<file path="src/rtl/align_shift_ctrl.sv">
// Alignment shift sequencer for the FPU-16 adder: drives the mantissa shift register
// for a clamped number of right shifts, gathers the sticky bit and pulses done.
module align_shift_ctrl #(
   parameter int N   = 14,
   parameter int SHW = 5
) (
   input  logic           clk,
   input  logic           rst,
   input  logic           start,
   input  logic [SHW-1:0] shamt,
   input  logic           flush,
   input  logic           lsb_in,
   output logic           sh_ena,
   output logic           sh_sin,
   output logic           sticky,
   output logic           busy,
   output logic           done,
   output logic [SHW-1:0] remain
);

   typedef enum logic [1:0] {
      S_IDLE  = 2'd0,
      S_SHIFT = 2'd1,
      S_DONE  = 2'd2
   } state_t;

   localparam logic [SHW-1:0] NMAX = SHW'(N);
   localparam logic [SHW-1:0] ONE  = SHW'(1);

   state_t         state_q, state_d;
   logic [SHW-1:0] remain_q, remain_d;
   logic           sticky_q, sticky_d;
   logic [SHW-1:0] eff;

   // Beyond N shifts the register is already all zeros, so extra shifts add nothing.
   assign eff = (shamt > NMAX) ? NMAX : shamt;

   always_ff @(posedge clk or negedge rst) begin
      if (!rst) begin
         state_q  <= S_IDLE;
         remain_q <= '0;
         sticky_q <= 1'b0;
      end else begin
         state_q  <= state_d;
         remain_q <= remain_d;
         sticky_q <= sticky_d;
      end
   end

   always_comb begin
      state_d  = state_q;
      remain_d = remain_q;
      sticky_d = sticky_q;
      if (flush) begin
         state_d  = S_IDLE;
         remain_d = '0;
         sticky_d = 1'b0;
      end else begin
         case (state_q)
            S_IDLE, S_DONE: begin
               if (start) begin
                  sticky_d = 1'b0;
                  remain_d = eff;
                  state_d  = (eff == '0) ? S_DONE : S_SHIFT;
               end else if (state_q == S_DONE) begin
                  state_d = S_IDLE;
               end
            end
            S_SHIFT: begin
               // lsb_in is the bit leaving the register on this same edge.
               sticky_d = sticky_q | lsb_in;
               remain_d = remain_q - ONE;
               if (remain_q == ONE) state_d = S_DONE;
            end
            default: state_d = S_IDLE;
         endcase
      end
   end

   assign sh_ena = (state_q == S_SHIFT);
   assign busy   = (state_q == S_SHIFT);
   assign done   = (state_q == S_DONE);
   assign sh_sin = 1'b0;
   assign sticky = sticky_q;
   assign remain = remain_q;

endmodule

</file>
<file path="config.mk">
export PLATFORM = sky130hd
export DESIGN_NAME = align_shift_ctrl
export DESIGN_NICKNAME = d
export VERILOG_FILES = /design/src/rtl/align_shift_ctrl.sv
export SDC_FILE = /design/constraint.sdc
export NUM_CORES = 1
export LEC_CHECK = 0
export ABC_AREA = 0
export BUFFER_PORTS_ARGS = -buffer_cell sky130_fd_sc_hd__buf_2
export CAP_MARGIN = 10
export CORE_AREA = 2 2 39 41
export CTS_CLUSTER_DIAMETER = 40
export CTS_CLUSTER_SIZE = 28
export DETAILED_ROUTE_END_ITERATION = 8
export DIE_AREA = 0 0 41 43
export PLACE_DENSITY = 0.66
export SYNTH_ARGS = -nofsm -noshare
export SYNTH_HDL_FRONTEND = slang
export SYNTH_SLANG_ARGS = --single-unit
</file>
<file path="constraint.sdc">
create_clock -name clk -period 2.4 [get_ports clk]
set_clock_uncertainty 0.1 [all_clocks]
set_input_delay 0.72 -clock clk [delete_from_list [all_inputs] [get_ports clk]]
set_output_delay 0.72 -clock clk [all_outputs]
set_load 0.01 [all_outputs]
</file>
==> results.env, run 1 <==
POSTSYNTHCELLCOUNT=58
CRITPATHMAXFANOUT=10
IO_PINS=20
SYNTH-SEQ-AREA-SHARE_PCT=39.0
MAXIMUM_NUMBER_OF_PINS_ON_ONE_NET_BEFORE_GLOBAL_ROUTE_REPAIR=11
POWER.DENSITY_mW_PER_MM2=651
TIMING.CRITICAL_PATH.SLOWEST_STAGE_CELL='dfrtp_1'
WORST_SETUP_PATH_END_KIND='output port'
SYNTHDOMINANTAREACELLTYPE='dfrtp_1'
CTS.REPAIR_TIMING.SETUP_BUFFER_COUNT=0
GRT_MOST_USED_LAYER='met1'
TIMING_HOLD_VIOLATIONS_FINAL=0
POST-ROUTE-DRC-COUNT=0
POSTROUTEANTENNANETS=0
WORST_SETUP_HOLD_PATH_CLK_SLEW_NS=0.06
RR_STARTPOINT='remain[0]$_DFFE_PN0P_'
SYNTH_LARGEST_TYPE_AREA_FRACTION_PCT=39.0
RRSETUPSLACK_NS=0.63
ANTENNADIODECOUNT=0
CTS_ROOT_BUFFER='clkbuf_4'
UNREPAIRED_SETUP_ENDPOINTS_AFTER_GLOBAL_ROUTING='no'
FIN_NETS=88
GRT_PASS1_WL_MM=2.06
PRE_ANTENNA_DRT_ITERS=4
SETUP_TOTAL_NEGATIVE_SLACK_NS=0
SHARE_OF_LAYOUT_CELLS_ABOVE_DRIVE_STRENGTH_1_PCT=33.8
GRT_REMAINING_OVERFLOW=0
OUTCOME='finished clean'
WORSTSETUPPATHTYPE='flip-flop to output port'
MIN_PATH_TYPE='input port to asynchronous set/reset pin'
MAX_CAP_VIOL_COUNT=0
CELL_CHAIN_CRITICAL_PATH='nand2b_1, inv_1, buf_2'
WORST_R2R_ENDPOINT='remain[4]$_DFFE_PN0P_'
SYNTH.AREA.TOP_CELLS='dfrtp_1 (39%), or3_1 (8.5%), nand3_1 (5.9%)'
ANTENNA_FOUND_INITIAL=0
FP.DIEH_UM=43
WORST_SLACK_NS=0.232
CRITPATHREQUIREDTIME_NS=1.58
FINALWEIGHTEDCONGESTION=0.740
P_LEAK_nW=0.298
GLOBAL_ROUTE.USAGE.TOTAL_PCT=17.7
CTSRESIZECOUNT=0
SYN_AREA_UM2=513
YOSYSWARNINGS=0
SYNTHESIS.NETS=70
INITIAL_CORE_UTIL_PCT=37.1
CTS_HOLD_BUFFERS=0
TIMING.FMAX_MHz=461
GRT_USE_MET1_PCT=23.8
LAYOUT_COMMON_CELLS='buf_2 (18), dfrtp_1 (8), or3_1 (7), nand3_1 (6), inv_1 (4)'
TRITONCTS_NUM_SINKS=8
CLOCK_LATENCY_REPORTED_FOR_THE_LATE_SIDE_OF_THE_WORST_SKEW_PAIR_NS=0.26
POSTSYNTHAREAPERCELL_UM2=8.84
DETAILEDROUTE.FIRSTITERATIONVIOLATIONS=13
LAYOUT_MIN_CYCLE_TIME_NS=2.17
FF2FF_PATH_DEPTH=5
GR-USAGE-MET3_PCT=6.28
COUNT_OF_DIFFERENT_CELL_MASTERS_AFTER_SYNTHESIS=29
POST-PLACE-WS_NS=0.393
AVGROUTEDWIREPERCELL_UM=13.5
FP.COREAREA_MM2=0.00138
DP_HPWL_UM=864
VIAS_PER_CELL=5.67
FINAL_MAX_SLEW_VIOLATION_COUNT=0
VDD_IR_DROP_MAX_V=0.000277
FP-ROW-COUNT=14
CTS_TREE='done'
DIE-AREA_MM2=0.00176
PLACEMENT.IO_BUFFERS=18
CTS-BUFFERS-INSERTED=3
LAYOUT.CELLS.MOST_COMMON='buf_2'
CRIT_PATH_START_KIND='flip-flop'
SEQ_CELLS_POST_SYNTH=8
CLOCK_TREE.BUFFER_DEPTH=2
SETUP-VIOLATIONS-FINAL=0
SYN2LAYOUT_AREA_GROWTH_PCT=20.5
CHIPWIDTH_UM=41
H-TREE-DEPTH=1
TOTALWIRELENGTH_MM=1.21
NUMBER_OF_GLOBAL_ROUTE_VIAS_BEFORE_REPAIR=473
NUM_VIAS=510
GRTUSAGEMET2_PCT=23.8
FINAL_MIN_PERIOD_OVER_CLOCK_PERIOD_PCT=90.3
CRIT_ARRIVAL_NS=1.35
TIMING.CRITICAL_PATH.SLOWEST_CELL_DELAY_NS=0.36
## flip-flops by register name, indices dropped and copies added, names as in the netlist
signal,flops
remain,5
sticky,1
state_q,2
## stage by stage
stage | cells | power (W) | area [µm²] | hold WS, ns | util (%)
after CTS | 90 | 0.000406 | 618 | 0.195 | 44.7
after detailed placement | 87 | 0.000297 | 596 | 0.414 | 43.0
after floorplan | 58 | 0.000256 | 513 | 0.324 | -
after global routing | 90 | 0.000437 | 618 | 0.198 | 44.7
after global placement | 87 | 0.000296 | 596 | 0.401 | 43.0
final | 90 | 0.000402 | 618 | 0.193 | 44.7
## per-layer routing
metal,wire length [µm],part of all wire [%],up-vias
met5,0,0,-
met4,23,1.9,0
met3,63,5.2,4
li1,-,-,244
met2,584,48,13
met1,540,45,249
## cell usage after synthesis
cell type and n:
nand3_1 6, or3b_2 1, conb_1 1, o41ai_1 1, clkbuf_1 1, buf_2 1, ha_1 2, a22oi_1 1
o21ai_0 2, buf_1 1, or3_1 7, o31ai_1 1, and2b_2 1, nor2b_1 2, a31oi_1 2, o211ai_1 1
a21oi_2 1, nand2_1 1, buf_4 2, nor3_1 1, nand2b_1 2, dfrtp_1 8, a41oi_1 1, a21oi_1 1
or4_4 1, inv_1 4, nor4b_1 1, nor2_1 3, a32oi_1 1
## layout make-up
type | count | area, µm²
repair buffers | 18 | 90.1
fillers | 144 | 766
multi-input cells | 41 | 270
well taps | 16 | 20.0
inverters | 4 | 15.0
clock buffers | 3 | 22.5
flip-flops and latches | 8 | 200
## worst max path at each step
stage | start | endpoint | slack [ns] | cells after the start
floorplan | shamt[2] | state_q[1]$_DFFE_PN0P_ | 0.53 | 3
global placement | shamt[2] | state_q[1]$_DFFE_PN0P_ | 0.40 | 4
detailed placement | shamt[2] | state_q[1]$_DFFE_PN0P_ | 0.39 | 4
CTS | state_q[1]$_DFFE_PN0P_ | sh_ena | 0.23 | 3
global route | state_q[1]$_DFFE_PN0P_ | busy | 0.11 | 3
finish | state_q[1]$_DFFE_PN0P_ | busy | 0.23 | 3
## cells by family (layout without fill, tap and decap cells)
group,Yosys count,count (layout),synth area share (%)
compound gates,12,12,16.6
fa+ha+maj,2,2,4.88
buf+inv,9,25,8.29
flops,8,8,39.0
other cells,1,1,0.731
simple gates,26,26,30.5
## where the power goes
group | total [W] | switching, W | internal, W
Combinational | 0.000126 | 0.0000726 | 0.0000534
Sequential | 0.000171 | 0.0000189 | 0.000152
Clock | 0.000105 | 0.0000481 | 0.0000574
Total | 0.000402 | 0.000140 | 0.000263
## critical path: cells and delay by family (launching register included)
kind,cells,cell delay [ns]
buf+inv,2,0.45
simple gates,1,0.27
flops,1,0.36
Power figures use the tool's default switching activity.
==> inputs of run 2 (changes only) <==
--- a/config.mk
+++ b/config.mk
@@ -7,13 +7,11 @@
 export LEC_CHECK = 0
 export ABC_AREA = 0
 export BUFFER_PORTS_ARGS = -buffer_cell sky130_fd_sc_hd__buf_2
-export CAP_MARGIN = 10
-export CORE_AREA = 2 2 39 41
+export CORE_ASPECT_RATIO = 0.9
+export CORE_UTILIZATION = 25
 export CTS_CLUSTER_DIAMETER = 40
 export CTS_CLUSTER_SIZE = 28
 export DETAILED_ROUTE_END_ITERATION = 8
-export DIE_AREA = 0 0 41 43
-export PLACE_DENSITY = 0.66
 export SYNTH_ARGS = -nofsm -noshare
 export SYNTH_HDL_FRONTEND = slang
 export SYNTH_SLANG_ARGS = --single-unit
==> results.env, run 2 (synthesis gave the netlist of run 1 again) <==
PLACEMENT.CELL_AREA_UM2=614  # +3.2%
LAYOUT.CELL_AREA.NON_FILLER_UM2=637  # +3.0%
LAYOUT.CORE_UTILIZATION_PCT=33.3  # -11 points
CTS-BUFFERS-INSERTED=3  # unchanged
FP-ROW-COUNT=15  # +1
RR_STARTPOINT='remain[0]$_DFFE_PN0P_'
TIMING.FMAX_MHz=508  # +10%
OUTCOME='finished clean'
TIMING.CRITICAL_PATH.MAX_DELAY_FAMILY='flip-flops'
WORST_SETUP_PATH_END_KIND='output port'
STARTPOINT='state_q[1]$_DFFE_PN0P_'
DETAILEDROUTE.FIRSTITERATIONVIOLATIONS=8  # -5
CHIPWIDTH_UM=49.8  # +21%
LAYOUT.CELLS.MOST_COMMON='buf_2'
GRT_REMAINING_OVERFLOW=0  # unchanged
CTS_ROOT_BUFFER='clkbuf_4'
FF2FF_PATH_DEPTH=5  # unchanged
TIMING_HOLD_VIOLATIONS_FINAL=0  # unchanged
INSTANCES_NO_FILL=100  # +11%
WORST_R2R_ENDPOINT='remain[4]$_DFFE_PN0P_'
WORST_SETUP_HOLD_PATH_CLK_SLEW_NS=0.06  # about the same
SETUP-VIOLATIONS-FINAL=0  # unchanged
MULTI_INPUT_COMB_AREA_UM2=270  # unchanged
TIMING.CRITICAL_PATH.SLOWEST_CELL_DELAY_NS=0.37  # about the same
PLACEMENT.IO_BUFFERS=18  # unchanged
SHARE_OF_LAYOUT_CELLS_ABOVE_DRIVE_STRENGTH_1_PCT=34.7  # +0.88 points
VDD_IR_DROP_MAX_V=0.000213  # -23%
PRE_ANTENNA_DRT_ITERS=4  # unchanged
FINAL_MAX_SLEW_VIOLATION_COUNT=0  # unchanged
INITIAL_CORE_UTIL_PCT=26.8  # -10 points
P_LEAK_nW=0.302  # +1.5%
CLOCK_LATENCY_REPORTED_FOR_THE_LATE_SIDE_OF_THE_WORST_SKEW_PAIR_NS=0.26  # about the same
DIE-AREA_MM2=0.00224  # +27%
CELL_CHAIN_CRITICAL_PATH='nand2b_1, inv_1, buf_2'
POSTROUTEANTENNANETS=0  # unchanged
NUM_VIAS=488  # -4.3%
CTS.REPAIR_TIMING.SETUP_BUFFER_COUNT=0  # unchanged
CTSRESIZECOUNT=0  # unchanged
FINAL_MIN_PERIOD_OVER_CLOCK_PERIOD_PCT=82.0  # -8.3 points
POWER.DENSITY_mW_PER_MM2=640  # -1.7%
CTS_TREE='done'
LAYOUT_COMMON_CELLS='buf_2 (18), dfrtp_1 (8), or3_1 (7), nand3_1 (6), inv_1 (4)'
UNREPAIRED_SETUP_ENDPOINTS_AFTER_GLOBAL_ROUTING='no'
TOTALWIRELENGTH_MM=1.21  # -0.25%
FP.DIEH_UM=45.0  # +4.6%
CRITPATHREQUIREDTIME_NS=1.58  # about the same
PLACEDCELLCOUNT=97  # +11%
ANTENNA_FOUND_INITIAL=0  # unchanged
CRITPATHMAXFANOUT=8  # -2
SETUP_TOTAL_NEGATIVE_SLACK_NS=0  # unchanged
FP.COREAREA_MM2=0.00191  # +38%
FIN_NETS=89  # +1.1%
CRIT_ARRIVAL_NS=1.15  # -0.20 ns
AVGROUTEDWIREPERCELL_UM=12.1  # -10%
CTS_HOLD_BUFFERS=0  # unchanged
DP_HPWL_UM=916  # +6.0%
FF_LATCH_AREA_UM2=200  # unchanged
FINALWEIGHTEDCONGESTION=0.735  # -0.76%
LAYOUT_FILLER_CELL_COUNT=216  # +50%
VIAS_PER_CELL=4.88  # -14%
CLOCK_TREE.BUFFER_DEPTH=2  # unchanged
CRIT_BUF_INV=2  # unchanged
FLIP_FLOP_COUNT_OF_THE_LARGEST_REGISTER_ALL_COPIES_AND_WORDS_ADDED=5  # unchanged
GRT_PASS1_WL_MM=2.00  # -3.0%
WORSTSETUPPATHTYPE='flip-flop to output port'
POST-ROUTE-DRC-COUNT=0  # unchanged
SYN2LAYOUT_AREA_GROWTH_PCT=24.1
IO_PINS=20  # unchanged
MAXIMUM_NUMBER_OF_PINS_ON_ONE_NET_BEFORE_GLOBAL_ROUTE_REPAIR=11  # unchanged
ANTENNADIODECOUNT=0  # unchanged
CP_NUM_CELLS=3  # unchanged
ENDPOINT='sh_ena'
RRSETUPSLACK_NS=0.66  # +0.03 ns
TIMING.CRITICAL_PATH.SLOWEST_STAGE_CELL='dfrtp_1'
NUMBER_OF_GLOBAL_ROUTE_VIAS_BEFORE_REPAIR=451  # -4.7%
MIN_PATH_TYPE='input port to asynchronous set/reset pin'
H-TREE-DEPTH=1  # unchanged
MAX_CAP_VIOL_COUNT=0  # unchanged
CRIT_PATH_START_KIND='flip-flop'
TRITONCTS_NUM_SINKS=8  # unchanged
LAYOUT_MIN_CYCLE_TIME_NS=1.97  # -0.199 ns
GLOBAL_ROUTE.USAGE.TOTAL_PCT=12.5  # -5.2 points
run 2: changes by cell type in the layout (fill, tap and decap cells not counted), sizes merged:
| cell | change |
|---|---|
| buf | +1 |
run 2: worst min path at each step:
stage                             startpoint                     end  slack, ns
after floorplan                          rst   remain[0]$_DFFE_PN0P_       0.32
after global placement    sticky$_DFFE_PN0P_      sticky$_DFFE_PN0P_       0.41
after detailed placement  sticky$_DFFE_PN0P_      sticky$_DFFE_PN0P_       0.42
after CTS                                rst  state_q[0]$_DFFE_PN0P_       0.20
after global routing                     rst  state_q[0]$_DFFE_PN0P_       0.20
final                                    rst  state_q[0]$_DFFE_PN0P_       0.19
run 2: layout make-up:
cell class | instances | area share, %
clock buffers | 3 | 3.54
multi-input cells | 41 | 42.4
well taps | 25 | 4.91
inverters | 4 | 2.36
repair buffers | 19 | 15.3
flip-flops and latches | 8 | 31.4
run 2: layer usage:
| layer | track usage [%] | wire length [µm] | vias to the layer above |
|---|---|---|---|
| met4 | 6.86 | 20 | 0 |
| met2 | 21.4 | 590 | 13 |
| met1 | 14.4 | 542 | 228 |
| met3 | 3.37 | 56 | 4 |
| li1 | - | - | 243 |
| met5 | 0 | 0 | - |
run 2: power by group:
| group | switching, W | total [W] | leakage [nW] | internal [W] |
|---|---|---|---|---|
| logic | 0.0000721 | 0.000129 | 0.182 | 0.0000569 |
| registers | 0.0000187 | 0.000171 | 0.106 | 0.000152 |
| clock network | 0.0000502 | 0.000108 | 0.0138 | 0.0000575 |
run 2: through the flow:
| stage | total power [W] | hold slack [ns] | setup slack [ns] |
|---|---|---|---|
| 2_1_floorplan | 0.000256 | 0.324 | 0.526 |
| 3_3_place_gp | 0.000300 | 0.413 | 0.402 |
| 3_5_place_dp | 0.000303 | 0.417 | 0.387 |
| 4_1_cts | 0.000414 | 0.198 | 0.414 |
| 5_1_grt | 0.000439 | 0.200 | 0.335 |
| 6_report | 0.000407 | 0.195 | 0.432 |
==> inputs of run 3 (changes only) <==
==> constraint.sdc (replaced) <==
create_clock -name clk -period 2 [get_ports clk]
set_clock_uncertainty 0.1 [all_clocks]
set_input_delay 0.6 -clock clk [delete_from_list [all_inputs] [get_ports clk]]
set_output_delay 0.6 -clock clk [all_outputs]
set_load 0.01 [all_outputs]
==> results.env, run 3 (synthesis gave the netlist of run 1 again) <==
ANTENNADIODECOUNT=0  # unchanged
CLOCK_TREE.BUFFER_DEPTH=2  # unchanged
POST-PLACE-WS_NS=0.106  # -0.281 ns
MAX_CAP_VIOL_COUNT=0  # unchanged
FINAL_MAX_SLEW_VIOLATION_COUNT=0  # unchanged
TOTALWIRELENGTH_MM=1.27  # +5.0%
PRE_ANTENNA_DRT_ITERS=4  # unchanged
OUTCOME='finished clean'
AVGROUTEDWIREPERCELL_UM=12.6  # +4.0%
GRT_PASS1_WL_MM=2.11  # +5.5%
DP_HPWL_UM=996  # +8.8%
IO_PINS=20  # unchanged
GLOBAL_ROUTE.USAGE.TOTAL_PCT=13.2  # +0.73 points
CTS_TREE='done'
POWER.DENSITY_mW_PER_MM2=763  # +19%
CRITPATHREQUIREDTIME_NS=2.07  # +0.49 ns
WORSTSETUPPATHTYPE='flip-flop to flip-flop'
TIMING_HOLD_VIOLATIONS_FINAL=0  # unchanged
CRIT_PATH_START_KIND='flip-flop'
SETUP-VIOLATIONS-FINAL=0  # unchanged
LAYOUT.CELLS.MOST_COMMON='buf_2'
FP.COREAREA_MM2=0.00191  # unchanged
FIN_NETS=90  # +1.1%
FLIP_FLOP_COUNT_OF_THE_LARGEST_REGISTER_ALL_COPIES_AND_WORDS_ADDED=5  # unchanged
CHIPWIDTH_UM=49.8  # unchanged
CTS.REPAIR_TIMING.SETUP_BUFFER_COUNT=0  # unchanged
CTS_HOLD_BUFFERS=0  # unchanged
FP.DIEH_UM=45.0  # unchanged
CLOCK_LATENCY_REPORTED_FOR_THE_LATE_SIDE_OF_THE_WORST_SKEW_PAIR_NS=0.25  # about the same
MIN_PATH_TYPE='input port to asynchronous set/reset pin'
LAYOUT.CORE_UTILIZATION_PCT=33.7  # +0.39 points
P_LEAK_nW=0.307  # +1.7%
WORST_SLACK_NS=0.242  # -0.190 ns
CRIT_ARRIVAL_NS=1.83  # +0.68 ns
MAXIMUM_NUMBER_OF_PINS_ON_ONE_NET_BEFORE_GLOBAL_ROUTE_REPAIR=11  # unchanged
NUMBER_OF_GLOBAL_ROUTE_VIAS_BEFORE_REPAIR=496  # +10%
FF_LATCH_AREA_UM2=200  # unchanged
FINALWEIGHTEDCONGESTION=0.759  # +3.3%
LAYOUT_FILLER_CELL_COUNT=214  # -0.93%
MULTI_INPUT_COMB_AREA_UM2=270  # unchanged
WORST_SETUP_PATH_END_KIND='flip-flop'
SYN2LAYOUT_AREA_GROWTH_PCT=25.6
VIAS_PER_CELL=4.97  # +1.9%
NUM_VIAS=502  # +2.9%
DIE-AREA_MM2=0.00224  # unchanged
FINAL_MIN_PERIOD_OVER_CLOCK_PERIOD_PCT=87.9
H-TREE-DEPTH=1  # unchanged
LAYOUT.CELL_AREA.NON_FILLER_UM2=644  # +1.2%
CRITPATHMAXFANOUT=5  # -3
PLACEMENT.IO_BUFFERS=18  # unchanged
TIMING.FMAX_MHz=569
ANTENNA_FOUND_INITIAL=0  # unchanged
CTSRESIZECOUNT=0  # unchanged
LAYOUT_COMMON_CELLS='buf_2 (18), dfrtp_1 (8), or3_1 (7), nand3_1 (6), inv_1 (4)'
SETUP_TOTAL_NEGATIVE_SLACK_NS=0  # unchanged
GRT_REMAINING_OVERFLOW=0  # unchanged
INITIAL_CORE_UTIL_PCT=26.8  # unchanged
PLACEMENT.CELL_AREA_UM2=622  # +1.2%
CTS-BUFFERS-INSERTED=3  # unchanged
DETAILEDROUTE.FIRSTITERATIONVIOLATIONS=8  # unchanged
CTS_ROOT_BUFFER='clkbuf_4'
POST-ROUTE-DRC-COUNT=0  # unchanged
WORST_SETUP_HOLD_PATH_CLK_SLEW_NS=0.06  # about the same
FP-ROW-COUNT=15  # unchanged
LAYOUT_MIN_CYCLE_TIME_NS=1.76
TRITONCTS_NUM_SINKS=8  # unchanged
UNREPAIRED_SETUP_ENDPOINTS_AFTER_GLOBAL_ROUTING='no'
POSTROUTEANTENNANETS=0  # unchanged
VDD_IR_DROP_MAX_V=0.000245  # +15%
SHARE_OF_LAYOUT_CELLS_ABOVE_DRIVE_STRENGTH_1_PCT=35.5  # +0.86 points
-- run 3: layout make-up --
class                      instances  share of cell area (%)
sequential                         8                    31.1
inverter                           4                    2.33
multi-input combinational         41                    41.9
timing repair buffer              20                    16.3
clock buffer                       3                    3.50
tap                               25                    4.85
-- run 3: through the flow --
stage | total power, W | std cells | hold slack [ns]
after detailed placement | 0.000370 | 98 | 0.358
after global placement | 0.000365 | 98 | 0.354
after floorplan | 0.000307 | 58 | 0.204
final | 0.000491 | 101 | 0.0794
after global routing | 0.000533 | 101 | 0.0792
after CTS | 0.000502 | 101 | 0.0769
-- run 3: final timing paths --
path                                             from                      to  slack, ns  cells after the start
worst max-delay path            remain[0]$_DFFE_PN0P_   remain[4]$_DFFE_PN0P_       0.24                      5
worst min-delay path                              rst  state_q[0]$_DFFE_PN0P_       0.08                      1
worst max register to register  remain[0]$_DFFE_PN0P_   remain[4]$_DFFE_PN0P_       0.24                      5
worst min register to register     sticky$_DFFE_PN0P_      sticky$_DFFE_PN0P_       0.45                      2
max in group asynchronous                         rst      sticky$_DFFE_PN0P_       1.55                      1
min in group clk                   sticky$_DFFE_PN0P_      sticky$_DFFE_PN0P_       0.45                      2
-- run 3: critical path: stages, from the launching register on --
cell	delay, ns
dfrtp_1	0.41
inv_1	0.09
ha_1	0.17
or3b_2	0.45
or3_1	0.32
a31oi_1	0.14
-- run 3: metal layers --
layer,global-route usage [%],vias up,share of wire (%)
li1,-,244,-
met1,14.6,243,42
met2,23.2,13,52
met3,3.03,2,4.9
met4,8.57,0,0.63
met5,0,-,0
-- run 3: power breakdown --
group          internal [W]  total (W)  switching, W
clock network     0.0000688   0.000126     0.0000572
logic             0.0000721   0.000161     0.0000890
registers          0.000182   0.000204     0.0000219
total              0.000323   0.000491      0.000168
